**config.mk**
```make
export PLATFORM = sky130hd
export DESIGN_NAME = spi_host_master_flat
export DESIGN_NICKNAME = d
export VERILOG_FILES = /design/src/rtl/spi_host_master_if.sv /design/src/rtl/spi_host_master.sv /design/src/flat_wrapper.sv
export SDC_FILE = /design/constraint.sdc
export NUM_CORES = 1
export LEC_CHECK = 0
export CAP_MARGIN = 20
export CORE_MARGIN = 3
export CORE_UTILIZATION = 55
export DETAILED_ROUTE_END_ITERATION = 12
export PLACE_DENSITY = 0.8
export SETUP_SLACK_MARGIN = 0.5
export SLEW_MARGIN = 20
export SYNTH_ARGS = -nofsm -noshare
export SYNTH_HDL_FRONTEND = slang
export SYNTH_SLANG_ARGS = --single-unit
```
**constraint.sdc**
```tcl
create_clock -name clk_i -period 2.65 [get_ports clk_i]
set_input_delay 0.265 -clock clk_i [delete_from_list [all_inputs] [get_ports clk_i]]
set_output_delay 0.265 -clock clk_i [all_outputs]
set_load 0.1 [all_outputs]
```
**src/rtl/spi_host_master_if.sv**
```systemverilog
// Signal bundle between spi_host_master and its user: start/status, tx/rx
// byte streams and the shared SPI bus. The master modport is the host side.
interface spi_host_master_if;
  logic       start_i;
  logic [1:0] target_i;
  logic [7:0] len_i;
  logic       busy_o;
  logic       err_o;
  logic [7:0] tx_data_i;
  logic       tx_valid_i;
  logic       tx_ready_o;
  logic [7:0] rx_data_o;
  logic       rx_valid_o;
  logic       done_o;
  logic       sclk_o;
  logic       di_o;
  logic       do_i;
  logic       ncs1_o;
  logic       ncs2_o;

  modport master (
    input  start_i, target_i, len_i, tx_data_i, tx_valid_i, do_i,
    output busy_o, err_o, tx_ready_o, rx_data_o, rx_valid_o, done_o,
           sclk_o, di_o, ncs1_o, ncs2_o
  );

  modport slave (
    output start_i, target_i, len_i, tx_data_i, tx_valid_i, do_i,
    input  busy_o, err_o, tx_ready_o, rx_data_o, rx_valid_o, done_o,
           sclk_o, di_o, ncs1_o, ncs2_o
  );
endinterface

```
**src/rtl/spi_host_master.sv**
```systemverilog
// SPI mode-0 host with 2-line encoded select ({ncs2,ncs1} = device index, 11 idle).
// Define SPI_LSB_FIRST_EN to shift LSB first; default is MSB first.
module spi_host_master #(
  parameter int unsigned CLK_DIV = 4,
  parameter int unsigned CS_GAP  = 8
) (
  input logic               clk_i,
  input logic               reset_i,
  spi_host_master_if.master bus
);

  typedef enum logic [2:0] {
    S_IDLE, S_LOAD, S_SETUP, S_SHIFT, S_HOLD, S_GAP
  } state_e;

  localparam int unsigned      CNT_W    = 16;
  localparam logic [CNT_W-1:0] CNT_ONE  = CNT_W'(1);
  localparam logic [CNT_W-1:0] DIV_LAST = CNT_W'(CLK_DIV - 1);
  localparam logic [CNT_W-1:0] GAP_LAST = CNT_W'(CS_GAP - 1);

`ifdef SPI_LSB_FIRST_EN
  function automatic logic head_bit(input logic [7:0] b);
    return b[0];
  endfunction
  function automatic logic [7:0] drop_head(input logic [7:0] b);
    return {1'b0, b[7:1]};
  endfunction
  function automatic logic [7:0] push_bit(input logic [7:0] b, input logic s);
    return {s, b[7:1]};
  endfunction
`else
  function automatic logic head_bit(input logic [7:0] b);
    return b[7];
  endfunction
  function automatic logic [7:0] drop_head(input logic [7:0] b);
    return {b[6:0], 1'b0};
  endfunction
  function automatic logic [7:0] push_bit(input logic [7:0] b, input logic s);
    return {b[6:0], s};
  endfunction
`endif

  state_e           state_q, state_d;
  logic [CNT_W-1:0] cnt_q, cnt_d;
  logic [2:0]       bit_q, bit_d;
  logic [7:0]       bytes_left_q, bytes_left_d;
  logic [1:0]       target_q, target_d;
  logic             first_q, first_d;
  logic [7:0]       tx_sh_q, tx_sh_d;
  logic [7:0]       rx_sh_q, rx_sh_d;
  logic [7:0]       rx_data_q, rx_data_d;
  logic             rx_valid_q, rx_valid_d;
  logic             done_q, done_d;
  logic             err_q, err_d;
  logic             sclk_q, sclk_d;
  logic             di_q, di_d;
  logic [1:0]       ncs_q, ncs_d;

  logic start_legal;
  logic div_last;
  logic gap_last;

  assign start_legal = (bus.target_i != 2'd3) && (bus.len_i != 8'd0);
  assign div_last    = (cnt_q == DIV_LAST);
  assign gap_last    = (cnt_q == GAP_LAST);

  // NOTE: every signal gets its default before the case so no path leaves it
  // unassigned; a missing default here would infer a latch.
  always_comb begin
    state_d      = state_q;
    cnt_d        = cnt_q;
    bit_d        = bit_q;
    bytes_left_d = bytes_left_q;
    target_d     = target_q;
    first_d      = first_q;
    tx_sh_d      = tx_sh_q;
    rx_sh_d      = rx_sh_q;
    rx_data_d    = rx_data_q;
    rx_valid_d   = 1'b0;
    done_d       = 1'b0;
    err_d        = 1'b0;
    sclk_d       = sclk_q;
    di_d         = di_q;
    ncs_d        = ncs_q;

    unique case (state_q)
      S_IDLE: begin
        // The cycle in which done is high still counts as the tail of the
        // previous transaction, so a start there is dropped silently.
        if (bus.start_i && !done_q) begin
          if (start_legal) begin
            target_d     = bus.target_i;
            bytes_left_d = bus.len_i;
            first_d      = 1'b1;
            state_d      = S_LOAD;
          end else begin
            err_d = 1'b1;
          end
        end
      end

      S_LOAD: begin
        if (bus.tx_valid_i) begin
          tx_sh_d = drop_head(bus.tx_data_i);
          di_d    = head_bit(bus.tx_data_i);
          cnt_d   = '0;
          bit_d   = 3'd0;
          if (first_q) begin
            ncs_d   = target_q;
            first_d = 1'b0;
            state_d = S_SETUP;
          end else begin
            state_d = S_SHIFT;
          end
        end
      end

      S_SETUP: begin
        if (div_last) begin
          cnt_d   = '0;
          state_d = S_SHIFT;
        end else begin
          cnt_d = cnt_q + CNT_ONE;
        end
      end

      S_SHIFT: begin
        if (!div_last) begin
          cnt_d = cnt_q + CNT_ONE;
        end else begin
          cnt_d  = '0;
          sclk_d = !sclk_q;
          if (!sclk_q) begin
            rx_sh_d = push_bit(rx_sh_q, bus.do_i);
          end else begin
            bit_d = bit_q + 3'd1;
            if (bit_q == 3'd7) begin
              rx_data_d    = rx_sh_q;
              rx_valid_d   = 1'b1;
              bytes_left_d = bytes_left_q - 8'd1;
              state_d      = (bytes_left_q == 8'd1) ? S_HOLD : S_LOAD;
            end else begin
              di_d    = head_bit(tx_sh_q);
              tx_sh_d = drop_head(tx_sh_q);
            end
          end
        end
      end

      S_HOLD: begin
        if (div_last) begin
          cnt_d   = '0;
          ncs_d   = 2'b11;
          state_d = S_GAP;
        end else begin
          cnt_d = cnt_q + CNT_ONE;
        end
      end

      S_GAP: begin
        if (gap_last) begin
          cnt_d   = '0;
          done_d  = 1'b1;
          state_d = S_IDLE;
        end else begin
          cnt_d = cnt_q + CNT_ONE;
        end
      end

      default: state_d = S_IDLE;
    endcase
  end

  // NOTE: state registers use non-blocking assignments so every flop samples
  // the pre-edge value of the others, independent of statement order.
  always_ff @(posedge clk_i) begin
    if (reset_i) begin
      state_q      <= S_IDLE;
      cnt_q        <= '0;
      bit_q        <= 3'd0;
      bytes_left_q <= 8'd0;
      target_q     <= 2'd0;
      first_q      <= 1'b0;
      tx_sh_q      <= 8'd0;
      rx_sh_q      <= 8'd0;
      rx_data_q    <= 8'd0;
      rx_valid_q   <= 1'b0;
      done_q       <= 1'b0;
      err_q        <= 1'b0;
      sclk_q       <= 1'b0;
      di_q         <= 1'b0;
      ncs_q        <= 2'b11;
    end else begin
      state_q      <= state_d;
      cnt_q        <= cnt_d;
      bit_q        <= bit_d;
      bytes_left_q <= bytes_left_d;
      target_q     <= target_d;
      first_q      <= first_d;
      tx_sh_q      <= tx_sh_d;
      rx_sh_q      <= rx_sh_d;
      rx_data_q    <= rx_data_d;
      rx_valid_q   <= rx_valid_d;
      done_q       <= done_d;
      err_q        <= err_d;
      sclk_q       <= sclk_d;
      di_q         <= di_d;
      ncs_q        <= ncs_d;
    end
  end

  assign bus.busy_o     = (state_q != S_IDLE);
  assign bus.tx_ready_o = (state_q == S_LOAD);
  assign bus.err_o      = err_q;
  assign bus.rx_data_o  = rx_data_q;
  assign bus.rx_valid_o = rx_valid_q;
  assign bus.done_o     = done_q;
  assign bus.sclk_o     = sclk_q;
  assign bus.di_o       = di_q;
  assign bus.ncs1_o     = ncs_q[0];
  assign bus.ncs2_o     = ncs_q[1];

endmodule

```
**src/flat_wrapper.sv**
```systemverilog
// flat-port wrapper written by rule: the top's interface ports become plain ports
module spi_host_master_flat 
#(
  parameter int unsigned CLK_DIV = 4,
  parameter int unsigned CS_GAP  = 8
)
  (clk_i, reset_i, bus_start_i, bus_target_i, bus_len_i, bus_tx_data_i, bus_tx_valid_i, bus_do_i, bus_busy_o, bus_err_o, bus_tx_ready_o, bus_rx_data_o, bus_rx_valid_o, bus_done_o, bus_sclk_o, bus_di_o, bus_ncs1_o, bus_ncs2_o);
  spi_host_master_if bus_i ();
  input logic clk_i;
  input logic reset_i;
  input wire logic [$bits(bus_i.start_i)-1:0] bus_start_i;
  input wire logic [$bits(bus_i.target_i)-1:0] bus_target_i;
  input wire logic [$bits(bus_i.len_i)-1:0] bus_len_i;
  input wire logic [$bits(bus_i.tx_data_i)-1:0] bus_tx_data_i;
  input wire logic [$bits(bus_i.tx_valid_i)-1:0] bus_tx_valid_i;
  input wire logic [$bits(bus_i.do_i)-1:0] bus_do_i;
  output wire logic [$bits(bus_i.busy_o)-1:0] bus_busy_o;
  output wire logic [$bits(bus_i.err_o)-1:0] bus_err_o;
  output wire logic [$bits(bus_i.tx_ready_o)-1:0] bus_tx_ready_o;
  output wire logic [$bits(bus_i.rx_data_o)-1:0] bus_rx_data_o;
  output wire logic [$bits(bus_i.rx_valid_o)-1:0] bus_rx_valid_o;
  output wire logic [$bits(bus_i.done_o)-1:0] bus_done_o;
  output wire logic [$bits(bus_i.sclk_o)-1:0] bus_sclk_o;
  output wire logic [$bits(bus_i.di_o)-1:0] bus_di_o;
  output wire logic [$bits(bus_i.ncs1_o)-1:0] bus_ncs1_o;
  output wire logic [$bits(bus_i.ncs2_o)-1:0] bus_ncs2_o;
  assign bus_i.start_i = bus_start_i;
  assign bus_i.target_i = bus_target_i;
  assign bus_i.len_i = bus_len_i;
  assign bus_i.tx_data_i = bus_tx_data_i;
  assign bus_i.tx_valid_i = bus_tx_valid_i;
  assign bus_i.do_i = bus_do_i;
  assign bus_busy_o = bus_i.busy_o;
  assign bus_err_o = bus_i.err_o;
  assign bus_tx_ready_o = bus_i.tx_ready_o;
  assign bus_rx_data_o = bus_i.rx_data_o;
  assign bus_rx_valid_o = bus_i.rx_valid_o;
  assign bus_done_o = bus_i.done_o;
  assign bus_sclk_o = bus_i.sclk_o;
  assign bus_di_o = bus_i.di_o;
  assign bus_ncs1_o = bus_i.ncs1_o;
  assign bus_ncs2_o = bus_i.ncs2_o;
  spi_host_master #(.CLK_DIV(CLK_DIV), .CS_GAP(CS_GAP)) u_core (.clk_i(clk_i), .reset_i(reset_i), .bus(bus_i));
endmodule
```
# After elaboration in Yosys (flattened, before gate mapping)

Cells that the tools add are included.

Register bits: 64
Bits of input ports: 23
Output and inout port bits: 17
Word-level logic and storage cells: 119

Add/subtract/negate cells: 3
Equality and inequality tests: 21
Muxes and demuxes: 47
Bitwise operators: 6
Reductions and logical operators: 27

Operator list:

| cell                    | number |
|---|---|
| $mux W8                 | 9 |
| $mux W16                | 3 |
| $pmux W16 S3            | 1 |
| $mux W3                 | 13 |
| $pmux W8 S2             | 2 |
| $ne A2 B1 Y1 const B    | 9 |
| $pmux W3 S6             | 1 |
| $add A16 B1 Y16 const B | 1 |
| $eq A16 B2 Y1 const B   | 1 |
| $eq A16 B3 Y1 const B   | 1 |
| $reduce_and A4 Y1       | 4 |
| $mux W1                 | 11 |
| $eq A3 B3 Y1 const B    | 3 |
| $reduce_and A9 Y1       | 1 |
| $eq A8 B1 Y1 const B    | 1 |
| $reduce_bool A2 Y1      | 4 |
| $reduce_bool A8 Y1      | 1 |
| $sub A8 B1 Y8 const B   | 1 |
| $eq A3 B2 Y1 const B    | 2 |
| $mux W2                 | 3 |
| $ne A2 B2 Y1 const B    | 3 |
| $not A1 Y1              | 6 |
| $pmux W3 S2             | 1 |
| $reduce_and A3 Y1       | 2 |
| other kinds (14)        | 20 |

# Longest topological paths before layout

Gate-level depths: netlist of run 1.

Depth after elaboration: 6
Mapped depth: 9
Mapped depth without buffers: 7

# Worst setup path after synthesis of run 1

No wires, ideal clock.

Path kind: reg2reg
From: reg u_core.sclk_q, in the netlist u_core.bus.sclk_o
To: reg u_core.state_q[2]
Library setup time: 0.116 ns
Arrival time: 2.306 ns
Required time: 2.534 ns
Path slack: 0.229 ns
Cell stages (with the launch flop): 7
Buffers on the path: 0
Period minus slack after synthesis: 2.421 ns
Cells stage by stage: dfxtp_1 nor4bb_1 nand4_1 a22o_1 o21bai_1 a221o_1 and3b_1

Longest elaborated chain between the ends: 2

Ends and longest elaborated chain:

| element                            | line                   | text |
|---|---|---|
| from (decl)                        | spi_host_master.sv:55  | `logic sclk_q, sclk_d;` |
| from (signal assigned)             | spi_host_master.sv:206 | `sclk_q <= sclk_d;` |
| $ne A2 B1 Y1 (no source line)      | --                     |  |
| $reduce_and A9 Y1 (no source line) | --                     |  |
| to (signal assigned)               | spi_host_master.sv:194 | `state_q <= state_d;` |
| to (decl)                          | spi_host_master.sv:43  | `state_e state_q, state_d;` |

Every way passes these cells.
A chain may end at the register's enable or synchronous reset.

# Worst setup path in the final report of run 1

From: reg u_core.cnt_q[0]
To: reg u_core.state_q[2]

Longest elaborated chain between the ends: 3
Elaborated cells on any way between the ends: 7
Those cells by class: 6 x eq/ne; 1 x reduce/logical

Ends and longest elaborated chain:

| element                                               | line                                         | text |
|---|---|---|
| from (decl)                                           | spi_host_master.sv:44                        | `logic [CNT_W-1:0] cnt_q, cnt_d;` |
| from (signal assigned)                                | spi_host_master.sv:195                       | `cnt_q <= cnt_d;` |
| $eq A16 B3 Y1 / $eq A16 B2 Y1 (equally long branches) | spi_host_master.sv:65, spi_host_master.sv:64 |  |
| $ne A2 B1 Y1 (no source line)                         | --                                           |  |
| $reduce_and A9 Y1 (no source line) (*)                | --                                           |  |

Mark *: on every way between the ends. The rest lies on a longest branch, timed or not.

==> impl_results.md, run 1 <==
* Count of flip-flops with a built-in enable after synthesis at 0
* Detail Placement HPWL at ~4800 um
* Warnings, synthesis at 0
* Total core area at approximately 5200 um2
* DRC at 0
* Mapped cell area at approximately 3000 um2
* Vias in the first global route at between 2000 and 3000
* Setup TNS at 0 ns
* Fin crit share at between 70% and 80%
* Syn_nets at between 300 and 400
* Post-synthesis sequential area ratio at 41.2%
* Worst rel slew slack at roughly two thirds
* CP startpoint kind: flop
* Status: completed
* TritonCTS clock tree: done
* Synth Flop Type: dfxtp_1
* Worst Path Arrival at about 2.3 ns
* Yosys cell types at 55
* Worst slack, placed at ~0.33 ns
* Clk_lat worst skew at 0.36 ns
* Adder-cell share of the synthesized area at a little over 2%
* HP Class: flop to flop
* Pwr/cell area at roughly 850 nW/um2
* CP Capture Type: flop
* Number of buffers created by CTS at 9
* Final Non-Filler Cells at 480
* Fin nets at about 430
* Routed Antenna Nets at 0
* Placed cell area at 3460 um2
* First-pass GRT wire length at 11400 um
* P_leak at 1.38 nW
* Final hold violation count at 0
* MaxCap Viol Count at 0
* Buffers on Ports at 39
* Design Area, Final at 3720 um2
* GPL Wtd Cong at 0.882
* Final wirelength at 6850 um
* Simple-gate portion of the synthesized area at 25.9%
* Via/cell ratio at 5.67
* Post-synthesis cell count at about 360
* Critical path data required time at about 2.9 ns
* Slew Limit Fails at 0
* Total Power at approximately 3.2 mW
* Final WS setup at approximately 0.57 ns
* Area growth from synthesis to layout at 21.5%
* Clock Skew at approximately 0.0087 ns
* Crit path time final at around 2.1 ns
* Die height at roughly 80 um
* FF/Latch Area at between 1000 and 1500 um2
* Fill cells at about 450
* Multi-input gate area at 1700 um2
* # diodes at 0
* Setup CP Type: flop to flop
* Commonest non-fill, non-tap cell in the layout: nor2_1
* DRT Pass-1 Iters at 5
* FMAX at a little under 0.5 GHz
* Mapped Avg Cell Area at between 8 and 9 um2
* Fraction of the mapped netlist area in compound gates at ~15%
* RSZ-0062 raised after global routing: yes
* Asr flop ratio synth at 0%
* Clock root cell: clkbuf_8
* DR vias at 2722
* Share of layout cells above drive strength 1 at between 15 and 20%
* Max Root-Sink Buffers at 2
* Gr ovfl total at 0
* Worst-path maximum fanout at 5
* Die ar. at ~6500 um2
* Most frequent cells in the layout: nor2_1 (61), dfxtp_1 (59), nand2_1 (39), buf_4 (31), clkdlybuf4s50_1 (22)
* Starting density of the core at 58.4%
* Gr usage total at 22.8%
* Antenna violations before repair at 0
* Row Count at 26
* DRT iter0 DRCs at ~280
* Worst Tran Pin Value at just over 0.5 ns
* I/O Pins at 40
* Clock Sink Count at 63
* Clk pin slew, worst setup/hold paths at 0.07 ns
* Routed len/inst at around 14 um
* Utilization after layout at a little under three quarters
* VDD IR max at around 800 uV
* Fin Hold WS at 0.473 ns
* #FFs+latches synth at between 60 and 70
* Largest net degree at the start of global routing at 48
* Synth Area in XOR/XNOR at roughly 4.0%
* Main combinational cell family by area after synthesis: simple AND/OR/NAND/NOR gates
* Post-synthesis mux area share at 6.87%
* Deepest level of the CTS H-tree at 3
* Setup violators final at 0
* Placed cells at about 460
* Die width at about 80 um
-- sequential cells by signal, summed over array words and instances, names as in the netlist, 2 cells and up --
signal / cells
u_core.cnt_q: 16
u_core.bus.rx_data_o: 8
u_core.bytes_left_q: 8
u_core.rx_sh_q: 8
u_core.tx_sh_q: 7
u_core.bit_q: 3
u_core.state_q: 3
u_core.ncs_q: 2
u_core.target_q: 2
-- repair_timing --
| action | in CTS | in global routing |
|---|---|---|
| hold buffers | 0 | 0 |
| pin swaps | 0 | 2 |
| setup endpoints to repair | 32 | 48 |
| buffers inserted | 0 | 3 |
| gates resized for setup | 4 | 9 |
-- worst max-delay path, cell delays in order (launching register included) --
cell	delay [ns]
dfxtp_2	0.38
ha_2	0.23
nor4bb_2	0.28
nand4_1	0.22
a22o_1	0.28
o21bai_1	0.18
a221o_1	0.26
and3b_1	0.15
-- synth_stat cells, types with 3 or more instances --
cell | count | area [um2]
a21oi_1 | 21 | 105
a22o_1 | 4 | 35.0
a311oi_1 | 7 | 61.3
a31oi_1 | 4 | 25.0
and3_1 | 8 | 50.1
buf_2 | 6 | 30.0
buf_4 | 3 | 22.5
clkbuf_1 | 10 | 37.5
dfxtp_1 | 63 | 1260
ha_1 | 5 | 62.6
inv_1 | 6 | 22.5
mux2i_1 | 21 | 210
nand2_1 | 39 | 146
nand2b_1 | 6 | 37.5
nand3_1 | 5 | 25.0
nand4_1 | 8 | 50.1
nor2_1 | 62 | 233
nor2b_1 | 6 | 37.5
nor4_1 | 5 | 31.3
o21ai_0 | 14 | 70.1
o21ai_1 | 3 | 15.0
o31ai_1 | 4 | 30.0
xnor2_1 | 4 | 35.0
xor2_1 | 10 | 87.6
-- final timing paths --
path	startpoint	endpoint	slack [ns]	cells past startpoint
setup / recovery	u_core.cnt_q[0]	u_core.state_q[2]	0.57	7
hold / removal	u_core.bit_q[1]	u_core.bit_q[1]	0.47	2
setup reg to reg	u_core.cnt_q[0]	u_core.state_q[2]	0.57	7
hold reg to reg	u_core.bit_q[1]	u_core.bit_q[1]	0.47	2
-- layout make-up --
type | count | area share (%)
Multi-Input combinational cell | 271 | 45.8
Inverter | 7 | 0.707
Tap cell | 70 | 2.36
Sequential cell | 63 | 34.1
Clock inverter | 6 | 1.21
Timing Repair Buffer | 53 | 12.2
Clock buffer | 10 | 3.70
-- cell families after synthesis --
| family | after synthesis |
|---|---|
| multiplexers | 21 |
| XOR/XNOR | 14 |
| buffers and inverters | 30 |
| AO/OA/AOI/OAI | 71 |
| AND/OR/NAND/NOR | 160 |
| flip-flops | 63 |
| adder cells (fa/ha/maj) | 5 |
-- power by group --
part	total, mW	switching, mW	internal (mW)
Sequential	1.15	0.105	1.04
Clock	0.755	0.388	0.366
Combinational	1.27	0.811	0.460
Total	3.18	1.30	1.87
-- per-layer routing --
layer / GRT usage, % / wire length, um / up-vias
li1: - / - / 1361
met1: 28.0 / 3030 / 1272
met2: 36.9 / 3330 / 82
met3: 6.50 / 378 / 7
met4: 9.97 / 107 / 0
met5: 0 / 0 / -
(Power assumes the default switching activity.)
==> inputs of run 2 (changes only) <==
==> constraint.sdc (replaced) <==
create_clock -name clk_i -period 2 [get_ports clk_i]
set_input_delay 0.2 -clock clk_i [delete_from_list [all_inputs] [get_ports clk_i]]
set_output_delay 0.2 -clock clk_i [all_outputs]
set_load 0.1 [all_outputs]
==> run 2 against run 1 <==
Compared with the run above: the run now ends with setup timing left; via count rose by 21%; sequential cell count unchanged; clock skew decreased by 0.00065 ns; sequential share of layout area fell by 6.8 points; first-iteration DRC count stayed put; non-clock buffer count rose by 54; count of clock-buffer cells in the layout stayed put.
==> impl_results.md, run 2 (synthesis gave the netlist of run 1 again) <==
* Design Area, Final at 4750 um2 (+28%)
* FMAX at 0.473 GHz (-1.8%)
* Placed cell area at 3800 um2 (+9.8%)
* Starting density of the core at 58.4% (unchanged)
* Final hold violation count at 0 (unchanged)
* Die height at 80.6 um (unchanged)
* Detail Placement HPWL at 5100 um (+6.0%)
* Final Non-Filler Cells at 535 (+11%)
* Commonest non-fill, non-tap cell in the layout: buf_4
* Clock Sink Count at 63 (unchanged)
* Final wirelength at 10400 um (+51%)
* FF/Latch Area at 1290 um2 (+2.3%)
* CP startpoint kind: flop
* Placed cells at 486 (+5.4%)
* Gr ovfl total at 0 (unchanged)
* Clk pin slew, worst setup/hold paths at 0.07 ns (about the same)
* Clock root cell: clkbuf_8
* First-pass GRT wire length at 13900 um (+22%)
* Slowest CP cell: dfxtp_2
* Fin crit share at 106% (+27 points)
* # diodes at 0 (unchanged)
* Worst Tran Pin Value at 0.569 ns (+0.0555 ns)
* Biggest register: u_core.cnt_q
* Share of layout cells above drive strength 1 at 43.0% (+27 points)
* Worst slack, placed at -0.146 ns (-0.477 ns)
* Most frequent cells in the layout: buf_4 (66), dfxtp_1 (48), nor2_1 (38), nand2_1 (32), mux2i_1 (18)
* Buffers on Ports at 39 (unchanged)
* CTS Hold Bufs at 0 (unchanged)
* Largest stage delay, worst path at 0.36 ns (-0.02 ns)
* Die ar. at 6490 um2 (unchanged)
* Failing checks: setup timing
* Routed Antenna Nets at 0 (unchanged)
* TritonCTS clock tree: done
* Total core area at 5240 um2 (unchanged)
* GPL Wtd Cong at 0.864 (-2.0%)
* Crit path time final at 2.12 ns (+0.0390 ns)
* Fill cells at 201 (-55%)
* Largest net degree at the start of global routing at 28 (-42%)
* Total Power at 5.58 mW (+76%)
* Max Root-Sink Buffers at 2 (unchanged)
* VDD IR max at 1060 uV (+33%)
* Gr usage total at 27.9% (+5.1 points)
* Deepest level of the CTS H-tree at 3 (unchanged)
* Die width at 80.6 um (unchanged)
* Fin nets at 488 (+13%)
* P_leak at 1.82 nW (+33%)
* Vias in the first global route at 2924 (+16%)
* DRT iter0 DRCs at 283 (unchanged)
* Clock Skew at 0.00804 ns (-0.000649 ns)
* MaxCap Viol Count at 0 (unchanged)
* Slew Limit Fails at 0 (unchanged)
* CP Cell Sequence: nor4_4 -> nand4_1 -> buf_4 -> nor2_1 -> o21bai_4 -> a221o_1 -> and3b_1
* Pwr/cell area at 1180 nW/um2 (+38%)
* Setup violators final at 4 (+4)
* DRT Pass-1 Iters at 5 (unchanged)
* Number of buffers created by CTS at 9 (unchanged)
* Worst Path Arrival at 2.36 ns (+0.03 ns)
* I/O Pins at 40 (unchanged)
* Via/cell ratio at 6.16 (+8.6%)
* Routed len/inst at 19.4 um (+36%)
* Multi-input gate area at 2160 um2 (+27%)
* HP Class: primary input to flop
* CP Capture Type: flop
* Status: complete, but fails checks
* DR vias at 3294 (+21%)
* Worst-path maximum fanout at 3 (-2)
* Area growth from synthesis to layout at 55.1%
* Setup TNS at -0.246 ns (-0.246 ns)
* DRC at 0 (unchanged)
* Critical path data required time at 2.24 ns (-0.66 ns)
* Clk_lat worst skew at 0.35 ns (about the same)
* Worst rel slew slack at 61.7% (-3.8 points)
* Final WS setup at -0.116 ns (-0.689 ns)
* Max FFs per register at 16 (unchanged)
* RSZ-0062 raised after global routing: yes
* Setup CP Type: flop to flop
* Row Count at 26 (unchanged)
* Antenna violations before repair at 0 (unchanged)
-- run 2: cell types whose count changed in the layout (fill, tap and decap cells not counted), sizes merged, moves of 2 or more --
cell,before,now
dlymetal6s2s,0,5
dlygate4sd2,0,3
buf,31,84
clkdlybuf4s50,22,14
clkinvlp,3,1
clkinv,2,5
-- run 2: path summary, 6_finish.rpt --
check | from | end | slack [ns] | cells past startpoint
min | bus_len_i[6] | u_core.bytes_left_q[6] | 0.28 | 5
max | u_core.cnt_q[3] | u_core.state_q[2] | -0.12 | 7
max reg2reg | u_core.cnt_q[3] | u_core.state_q[2] | -0.12 | 7
min reg2reg | u_core.bytes_left_q[7] | u_core.bytes_left_q[7] | 0.47 | 2
-- run 2: where the power goes --
| group | total, mW | leakage, nW | internal, mW | switching [mW] |
|---|---|---|---|---|
| Combinational | 3.04 | 1.21 | 1.33 | 1.72 |
| Sequential | 1.55 | 0.519 | 1.40 | 0.150 |
| Clock | 0.988 | 0.0907 | 0.456 | 0.532 |
| Total | 5.58 | 1.82 | 3.18 | 2.40 |
-- run 2: layout make-up --
cell class,count,area share [%]
Timing Repair Buffer,107,21.1
Tap cell,70,1.85
Clock buffer,10,2.69
Multi-Input combinational cell,272,45.4
Clock inverter,6,0.975
Sequential cell,63,27.3
Inverter,7,0.633
-- run 2: layer usage --
| layer | share of wire [%] | up-vias | global-route usage, % |
|---|---|---|---|
| li1 | - | 1480 | - |
| met4 | 4.2 | 0 | 9.63 |
| met1 | 41 | 1590 | 34.8 |
| met3 | 6.9 | 46 | 6.95 |
| met5 | 0 | - | 0 |
| met2 | 48 | 178 | 46.6 |
-- run 2: critical path, delay by kind of cell, from the launching register on --
kind                   cells  cell delay [ns]
AND/OR/NAND/NOR            4             1.02
AO/OA/AOI/OAI              2             0.40
flip-flops                 1             0.36
buffers and inverters      1             0.23
-- run 2: per-stage QoR --
step / hold slack, ns / utilization, %
2_1_floorplan: 0.347 / -
3_3_place_gp: 0.453 / 72.6
3_5_place_dp: 0.455 / 72.6
4_1_cts: 0.355 / 82.4
5_1_grt: 0.303 / 90.6
6_report: 0.285 / 90.6
-- run 2: what timing repair did --
action,4_1_cts,5_1_grt
resized for setup,54,86
pin swaps,26,35
cloned,3,0
endpoints found under the hold margin,0,0
setup endpoints to repair,63,64
setup buffers,16,14
==> inputs of run 3 (changes only) <==
--- a/config.mk
+++ b/config.mk
@@ -7,9 +7,9 @@
 export LEC_CHECK = 0
 export CAP_MARGIN = 20
 export CORE_MARGIN = 3
-export CORE_UTILIZATION = 55
+export CORE_UTILIZATION = 49
 export DETAILED_ROUTE_END_ITERATION = 12
-export PLACE_DENSITY = 0.8
+export PLACE_DENSITY = 0.75
 export SETUP_SLACK_MARGIN = 0.5
 export SLEW_MARGIN = 20
 export SYNTH_ARGS = -nofsm -noshare
==> constraint.sdc (replaced) <==
create_clock -name clk_i -period 1.8 [get_ports clk_i]
set_input_delay 0.18 -clock clk_i [delete_from_list [all_inputs] [get_ports clk_i]]
set_output_delay 0.18 -clock clk_i [all_outputs]
set_load 0.1 [all_outputs]
==> run 3 against run 2 <==
Compared with the run above: the run still ends with setup timing left; combinational power is 22% higher; sequential cell count unchanged; utilization shrank 8.9 points; fmax is 2.5% higher; die area up 11%; sequential power grew 12%; clock skew up 0.0048 ns; design area increased by 3.2%; count of clock-buffer cells in the layout up 2; first-iteration DRC count is 8.1% higher; largest cell class unchanged.
==> impl_results.md, run 3 (synthesis gave the netlist of run 1 again) <==
* Most common cell on crit path: buf_6
* Row Count at 28 (+7.7%)
* FF/Latch Area at 1290 um2 (-0.68%)
* Number of buffers created by CTS at 9 (unchanged)
* Clk_lat worst skew at 0.36 ns (about the same)
* GPL Wtd Cong at 0.877 (+1.5%)
* CTS Hold Bufs at 0 (unchanged)
* Total core area at 5990 um2 (+14%)
* Largest stage delay, worst path at 0.38 ns (+0.02 ns)
* Reg-to-Reg Start: u_core.cnt_q[15]
* Worst Tran Pin Value at 0.536 ns (-0.0336 ns)
* HP Class: primary input to flop
* Max FFs per register at 16 (unchanged)
* Worst rel slew slack at 64.0% (+2.3 points)
* I/O Pins at 40 (unchanged)
* Final Non-Filler Cells at 561 (+4.9%)
* Biggest register: u_core.cnt_q
* Clock Skew at 0.0128 ns (+0.00480 ns)
* Via/cell ratio at 6.10 (-0.96%)
* VDD IR max at 1150 uV (+8.6%)
* Crit path buf inv count at 4 (+3)
* DRT Pass-1 Iters at 9 (+4)
* Die ar. at 7230 um2 (+11%)
* Routed len/inst at 19.3 um (-0.44%)
* Final hold violation count at 0 (unchanged)
* Final wirelength at 10800 um (+4.4%)
* Antenna violations before repair at 0 (unchanged)
* Slew Limit Fails at 0 (unchanged)
* CP startpoint kind: flop
* Most frequent cells in the layout: buf_4 (76), dfxtp_1 (53), nor2_1 (48), nand2_1 (33), buf_6 (22)
* Starting density of the core at 51.1% (-7.3 points)
* DR vias at 3421 (+3.9%)
* Gr ovfl total at 0 (unchanged)
* Share of layout cells above drive strength 1 at 42.6% (-0.42 points)
* Total Power at 6.80 mW (+22%)
* Slowest CP cell: nor4_4
* Vias in the first global route at 3219 (+10%)
* Multi-input gate area at 2100 um2 (-2.7%)
* Setup CP Type: flop to flop
* Pwr/cell area at 1390 nW/um2 (+18%)
* Failing checks: setup timing
* Clk pin slew, worst setup/hold paths at 0.07 ns (about the same)
* Fin nets at 509 (+4.3%)
* Area growth from synthesis to layout at 60.1%
* Detail Placement HPWL at 5450 um (+6.8%)
* TritonCTS clock tree: done
* Crit path from: u_core.cnt_q[15]
* Commonest non-fill, non-tap cell in the layout: buf_4
* Die width at 85.0 um (+5.5%)
* Most used routing layer: met2
* Fill cells at 316 (+57%)
* Worst Path Arrival at 2.30 ns (-0.06 ns)
* MaxCap Viol Count at 0 (unchanged)
* Buffers on Ports at 39 (unchanged)
* Setup violators final at 52 (+48)
* Crit path time final at 2.06 ns (-0.0521 ns)
* DRC at 0 (unchanged)
* GR Util met2 at 43.7% (-2.9 points)
* Clock Sink Count at 63 (unchanged)
* # diodes at 0 (unchanged)
* Routed Antenna Nets at 0 (unchanged)
* Top cell family by delay on the critical path: simple AND/OR/NAND/NOR gates
* CP Capture Type: flop
* CP Cell Sequence: nor4_4 -> nand4_1 -> buf_6 -> buf_6 -> o21ai_4 -> a21o_1 -> buf_4 -> buf_12 -> nor2_1
* Met1 track demand over resource at 32.4% (-2.3 points)
* Critical path data required time at 2.03 ns (-0.21 ns)
* Clock root cell: clkbuf_8
* Deepest level of the CTS H-tree at 3 (unchanged)
* Gr usage total at 26.3% (-1.6 points)
* DRT iter0 DRCs at 306 (+8.1%)
* HP Start: bus_len_i[4]
* First-pass GRT wire length at 15400 um (+10%)
* Final WS setup at -0.264 ns (-0.148 ns)
* Grt met3 use at 4.66% (-2.3 points)
* Worst-path maximum fanout at 8 (+5)
* Fin crit share at 115% (+8.9 points)
* Placed cells at 522 (+7.4%)
* FMAX at 0.485 GHz (+2.5%)
* RSZ-0062 raised after global routing: yes
* Status: complete, but fails checks
* Max Root-Sink Buffers at 2 (unchanged)
* Largest net degree at the start of global routing at 20 (-29%)
* Die height at 85.0 um (+5.5%)
* P_leak at 1.92 nW (+5.3%)
## run 3: cell types whose count changed in the layout (fill, tap and decap cells not counted), sizes merged, moves of 2 or more
cell	delta
buf	+22
clkdlybuf4s50	+2
dlygate4sd2	+3
clkinv	-3
bufinv	+2
dlymetal6s2s	-5
## run 3: layer usage
| metal | up-vias | routed length, um |
|---|---|---|
| li1 | 1526 | - |
| met1 | 1664 | 4270 |
| met2 | 179 | 5380 |
| met3 | 52 | 700 |
| met4 | 0 | 458 |
| met5 | - | 0 |
## run 3: layout make-up
type / count / area share [%]
repair buffers: 128 / 24.2
inverters: 7 / 0.613
flip-flops and latches: 63 / 26.3
clock inverters: 4 / 1.43
multi-input cells: 272 / 42.8
clock buffers: 12 / 2.76
well taps: 75 / 1.92
## run 3: power breakdown
group	switching [mW]	internal (mW)
logic	1.98	1.73
clock network	0.575	0.777
registers	0.172	1.56
## run 3: worst reg2reg max path, cell delays in order (launching register included)
cell     delay (ns)
dfxtp_1        0.35
nor4_4         0.38
nand4_1        0.24
buf_6          0.21
buf_6          0.12
o21ai_4        0.18
a21o_1         0.19
buf_4          0.13
buf_12         0.11
nor2_1         0.05
## run 3: worst paths after layout
path | end | cells past startpoint | slack [ns]
worst max-delay path | u_core.cnt_q[6] | 9 | -0.26
worst min-delay path | u_core.bytes_left_q[4] | 5 | 0.36
worst max register to register | u_core.cnt_q[6] | 9 | -0.26
worst min register to register | u_core.bytes_left_q[6] | 2 | 0.47
## run 3: timing repair
| action | CTS | global route |
|---|---|---|
| resized for setup | 87 | 35 |
| cloned | 3 | 0 |
| pin swaps | 33 | 17 |
| hold endpoints to repair | 0 | 0 |
| endpoints found under the setup margin | 65 | 65 |
| setup buffers | 16 | 4 |
## run 3: per-stage QoR
step                util (%)  setup TNS, ns  area, um2  hold slack [ns]  setup slack, ns
CTS                     78.7          -1.47       4710            0.338          -0.0840
floorplan                  -         -0.165       3220            0.327           -0.107
global placement        67.6          -4.99       4050            0.457           -0.301
detailed placement      67.6          -7.31       4050            0.464           -0.359
finish                  81.7          -7.63       4900            0.357           -0.264
global route            81.7         -11.73       4900            0.384           -0.341
